<file path="config.mk">
export PLATFORM = sky130hd
export DESIGN_NAME = fetch_unit
export DESIGN_NICKNAME = d
export VERILOG_FILES = /design/src/rtl/fetch_unit_pkg.sv /design/src/rtl/fetch_unit_fifo.sv /design/src/rtl/fetch_unit.sv
export SDC_FILE = /design/constraint.sdc
export NUM_CORES = 1
export LEC_CHECK = 0
export CAP_MARGIN = 20
export CELL_PAD_IN_SITES_DETAIL_PLACEMENT = 0
export CELL_PAD_IN_SITES_GLOBAL_PLACEMENT = 1
export CORE_UTILIZATION = 37
export CTS_CLUSTER_DIAMETER = 40
export DETAILED_ROUTE_END_ITERATION = 8
export PLACE_DENSITY_LB_ADDON = 0.12
export SLEW_MARGIN = 10
export SYNTH_ARGS = -nofsm -noshare
export SYNTH_HDL_FRONTEND = slang
export SYNTH_HIERARCHICAL = 1
export SYNTH_SLANG_ARGS = --single-unit
export TNS_END_PERCENT = 50
</file>
<file path="constraint.sdc">
create_clock -name clk -period 7.5 [get_ports clk]
set_input_delay 1.125 -clock clk [delete_from_list [all_inputs] [get_ports clk]]
set_output_delay 1.125 -clock clk [all_outputs]
set_load 0.02 [all_outputs]
</file>
<file path="src/rtl/fetch_unit_pkg.sv">
// Shared fetch-stage constants, types and helpers.
// Imported by the fetch unit top and its buffer.
package fetch_unit_pkg;

    localparam int          ILEN             = 32;
    localparam logic [31:0] PC_INC           = 32'd4;
    localparam logic [31:0] RESET_PC_DEFAULT = 32'h0000_0000;
    localparam logic [31:0] NOP              = 32'h0000_0013;

    typedef struct packed {
        logic [ILEN-1:0] pc;
        logic [ILEN-1:0] instr;
    } fetch_entry_t;

    function automatic logic [ILEN-1:0] align_pc(input logic [ILEN-1:0] pc);
        return pc & ~(ILEN'(3));
    endfunction

endpackage

</file>
<file path="src/rtl/fetch_unit_fifo.sv">
// Synchronous FIFO with flush and simultaneous push/pop.
// Head entry is presented combinationally on rdata.
module sync_fifo #(
    parameter int WIDTH = 64,
    parameter int DEPTH = 2
) (
    input  logic                     clk,
    input  logic                     reset,
    input  logic                     flush,
    input  logic                     push,
    input  logic [WIDTH-1:0]         wdata,
    input  logic                     pop,
    output logic [WIDTH-1:0]         rdata,
    output logic [$clog2(DEPTH):0]   count
);

    localparam int AW = $clog2(DEPTH);

    logic [WIDTH-1:0] mem [DEPTH];
    logic [AW-1:0]    rd_ptr;
    logic [AW-1:0]    wr_ptr;
    logic             do_pop;

    assign do_pop = pop && (count != '0);
    assign rdata  = mem[rd_ptr];

    // Pointer and occupancy bookkeeping; flush empties the buffer.
    always_ff @(posedge clk) begin
        if (reset || flush) begin
            rd_ptr <= '0;
            wr_ptr <= '0;
            count  <= '0;
        end else begin
            if (push) begin
                wr_ptr <= wr_ptr + AW'(1);
            end
            if (do_pop) begin
                rd_ptr <= rd_ptr + AW'(1);
            end
            case ({push, do_pop})
                2'b10:   count <= count + (AW+1)'(1);
                2'b01:   count <= count - (AW+1)'(1);
                default: count <= count;
            endcase
        end
    end

    // Storage array, written at the tail on push.
    always_ff @(posedge clk) begin
        if (push && !flush && !reset) begin
            mem[wr_ptr] <= wdata;
        end
    end

endmodule

</file>
<file path="src/rtl/fetch_unit.sv">
// Instruction fetch unit: sequential PC generation, one-cycle
// memory latency, redirect handling and a small instruction buffer.
module fetch_unit
    import fetch_unit_pkg::*;
#(
    parameter logic [31:0] RESET_PC = RESET_PC_DEFAULT,
    parameter int          DEPTH    = 2
) (
    input  logic        clk,
    input  logic        reset,
    output logic        imem_req,
    output logic [31:0] imem_addr,
    input  logic [31:0] imem_rdata,
    input  logic        redirect_valid,
    input  logic [31:0] redirect_pc,
    output logic        instr_valid,
    input  logic        instr_ready,
    output logic [31:0] instr_out,
    output logic [31:0] pc_out
);

    localparam int CW = $clog2(DEPTH);

    logic [31:0]   fpc;
    logic          inflight;
    logic [31:0]   inflight_pc;
    logic [CW:0]   count;
    logic [CW+1:0] occupancy;
    logic          pop;
    fetch_entry_t  head;
    fetch_entry_t  wentry;

    // Slots already committed once this cycle's pop retires.
    assign occupancy = {1'b0, count}
                     + {{(CW+1){1'b0}}, inflight}
                     - {{(CW+1){1'b0}}, pop};

    assign instr_valid = !reset && (count != '0);
    assign pop         = instr_valid && instr_ready;
    assign imem_req    = !reset && !redirect_valid
                      && (occupancy < (CW+2)'(DEPTH));
    assign imem_addr   = reset ? RESET_PC : fpc;
    assign instr_out   = instr_valid ? head.instr : '0;
    assign pc_out      = instr_valid ? head.pc : '0;

    assign wentry.pc    = inflight_pc;
    assign wentry.instr = imem_rdata;

    // Fetch PC and in-flight tracking; redirect drops the pending response.
    always_ff @(posedge clk) begin
        if (reset) begin
            fpc         <= RESET_PC;
            inflight    <= 1'b0;
            inflight_pc <= '0;
        end else begin
            inflight <= imem_req;
            if (redirect_valid) begin
                fpc <= align_pc(redirect_pc);
            end else if (imem_req) begin
                fpc         <= fpc + PC_INC;
                inflight_pc <= fpc;
            end
        end
    end

    sync_fifo #(
        .WIDTH ($bits(fetch_entry_t)),
        .DEPTH (DEPTH)
    ) u_buf (
        .clk   (clk),
        .reset (reset),
        .flush (redirect_valid),
        .push  (inflight),
        .wdata (wentry),
        .pop   (pop),
        .rdata (head),
        .count (count)
    );

endmodule

</file>
==> summary.md <==
The count of maximum capacitance violations was 0. The synthesis-stage register bit count is 194, and the number of buffers inserted by port buffering is 161. The via count of the first global-routing pass is 5701, and the final max-slew violation count is 0. The number of nets in the final layout was 915. Summed over all cells, the static leakage comes to 3.62 nW.

The power density over cell area was 208 nW/um2; the routed wire length was 19.2 mm. In the routed layout, each cell is associated on average with a via count of 5.05. The startpoint type of the worst setup path is an input port.

For this configuration, the core starts out at a cell density of 38.1%. During I/O placement, the number of pins put on the boundary was 166. The run finished, with violations left. In the synthesized netlist the async set-or-reset flop fraction comes to 0%. STA puts the critical path data arrival time at 4180 ps. Headroom to the max-slew limit came out at 34.8%.

The number of hold buffers added after CTS was 0. The number of antenna violations at the first check in global routing is 0, and the period utilization is 70.8%. The repair_antennas step left the layout with diodes totalling 0. In this run, post-CTS repair resized a total of 0 instances.

The number of endpoints failing setup at the final stage is 0. Clock root buffer: clkbuf_16. The synthesized design contains 128 enable-type register cells. For the pin with the worst max-slew slack, the measured transition is 977 ps. The first routing iteration left 417 violations. Measured along the x axis, the die boundary spans 152 um. A synthesized cell averages 12.0 um2. Yosys printed 6 warnings.

The worst setup path is of the in -> out kind. TritonCTS built the clock tree. The tools report the summed negative setup slack over all endpoints as 0 ps. Timing analysis after detailed placement gives a worst setup slack of 2180 ps. The detailed router placed 5736 vias in this run.

The checks that failed: design-rule violations. In this run the core area contains 54 standard-cell rows. The number of instances in the synthesized netlist was 697; the maximum number of pins on one net before global-route repair was 75. Final hold slack: 455 ps.

After layout, the worst setup slack is 2190 ps. With fillers left out, the area of the finished cells amounts to 10800 um2. For the number of optimization iterations in the first detailed-route pass, the log shows 7.

The clock net sink count is 194. The run gives 0 as the post-route antenna net violation count. The final hold violation count is 0, and the area growth from synthesis to layout is 28.9%. The vertical die dimension was 152 um. The H-tree generated during clock tree synthesis spans 4 levels. The fraction of synthesized cell area taken by the top area cell type is 46.0%, and the clock-pin slew of the registers on the worst-case setup and hold paths is 70 ps.

Clock skew on the completed layout was measured at 15.5 ps. By instance count, the leading cell after synthesis is edfxtp_1. TritonCTS created 17 clock buffers.

The run gives 16.9% as the global-route usage over all layers. The highest clock rate is 0.188 GHz. STA classifies the critical path endpoint as a primary output.

The run gives 30.7 mm as the global-route wire length before repair. Sorting the synthesized cells by how often they occur yields edfxtp_1, nand2_1, and2_1. The core footprint was 22000 um2. Routability-driven placement finished with a final weighted congestion of 0.830. The worst IR drop on VDD was 0.137 mV. Setup repair after global routing left no endpoint under its margin. Dominant register cell in the synthesized netlist: edfxtp_1.

In this run the post-CTS setup repair buffer count came out at 0. The post-detailed-route DRC marker count is 12. The number of buffers on the longest clock path came out at 2. The utilization after layout came out at 49.1%. After synthesis, the netlist uses 57 different library cells.

The sum of overflow across all layers after global routing came out at 0. The wire-length estimate of the detail-placed layout is 12.0 mm. The placed instances occupy a cell area of 10200 um2. In the final layout, the share of cells above drive strength 1 is 13.4%.

Sorting the synthesized cells by area gives the leading types as edfxtp_1, dfxtp_1, mux2_2. The largest total area in the synthesized netlist belongs to edfxtp_1. Clock latency on the worst-skew pair, taken at its later pin, is 430 ps. The time the worst path needs with I/O delays and setup is 5310 ps. At the worst endpoint, the required time is 6380 ps.

The sequential share of the synthesized area is 61.8%, and the detailed-route wire length per cell is 16.9 um. The biggest fanout along the worst timing path is 44, and the die area is 23200 um2. After synthesis the cells add up to 8360 um2.

Type of the tightest min-delay check: reg -> reg.
==> area by class of cell <==
class                   count  area (um2)
multi-input cells         453        2980
clock inverters            14         150
repair buffers            167        1650
clock buffers              18         429
flip-flops and latches    194        5170
well taps                 280         350
inverters                  10        42.5
fillers                  1988       11200
==> worst paths after layout <==
kind	from	end	slack, ps	cells after the start
worst max register to register	u_buf/count[0]	fpc[24]	4030	12
worst min-delay path	inflight_pc[9]	u_buf/mem[0][41]	460	0
worst min register to register	inflight_pc[9]	u_buf/mem[0][41]	460	0
worst max-delay path	instr_ready	imem_req	2190	9
==> power breakdown <==
| group | total, mW | switching [mW] | internal (mW) |
|---|---|---|---|
| combinational | 0.163 | 0.0837 | 0.0789 |
| clock | 0.898 | 0.403 | 0.495 |
| sequential | 1.18 | 0.0244 | 1.16 |
| total | 2.24 | 0.511 | 1.73 |
==> metrics by stage <==
step | cells | power (mW)
floorplan | 702 | 1.29
CTS | 1136 | 2.27
detailed placement | 1104 | 1.37
global route | 1136 | 2.33
finish | 1136 | 2.24
global placement | 1104 | 1.36
==> routing by layer <==
layer | vias up | global-route usage, % | wire (um)
li1 | 2785 | - | -
met5 | - | 0 | 0
met4 | 0 | 5.73 | 187
met2 | 178 | 27.7 | 9170
met3 | 12 | 2.96 | 1070
met1 | 2761 | 22.6 | 8820
==> registers in the layout, indices dropped and copies added (netlist names), named ones only <==
register and count:
fpc 30, inflight 1, u_buf/wr_ptr 1, inflight_pc 30, u_buf/rd_ptr 1, u_buf/count 2, u_buf/mem 128
==> critical path, stage by stage <==
cell	delay, ps
clkdlybuf4s50_1	460
and2_1	140
ha_1	220
nand2b_1	150
fa_1	370
xor2_1	200
or3_2	520
clkinv_4	290
clkdlybuf4s50_1	680
==> logic make-up after synthesis <==
logic type | Yosys count | synth area share (%)
DFF | 194 | 61.8
and+or+nand+nor | 268 | 17.1
muxes | 67 | 9.01
adders and majority gates | 4 | 0.689
other | 1 | 0.0449
buffers and inverters | 55 | 3.11
AOI/OAI and AO/OA | 96 | 6.96
xor gates and xnor gates | 12 | 1.26
==> cell usage in the layout (no fill, tap or decap), types with 3 or more instances in the layout <==
cell             count
buf_4                7
and3_1               6
nor3_1               9
a31oi_1             16
dfxtp_1             65
a21oi_1             42
nand4_1             13
inv_6                5
xor2_1               6
nor2_1              19
nand2_1             86
xnor2_1              6
o22ai_1              5
o21ai_0             10
a22oi_1              3
conb_1               6
ha_1                 3
mux2_2              65
and2_1              73
inv_1                9
edfxtp_1           128
nor2b_1             27
or3_1                6
clkinv_4             3
nand3_1             13
o211ai_1             4
clkbuf_16           17
clkdlybuf4s50_1    160
Power figures use the tool's default switching activity.
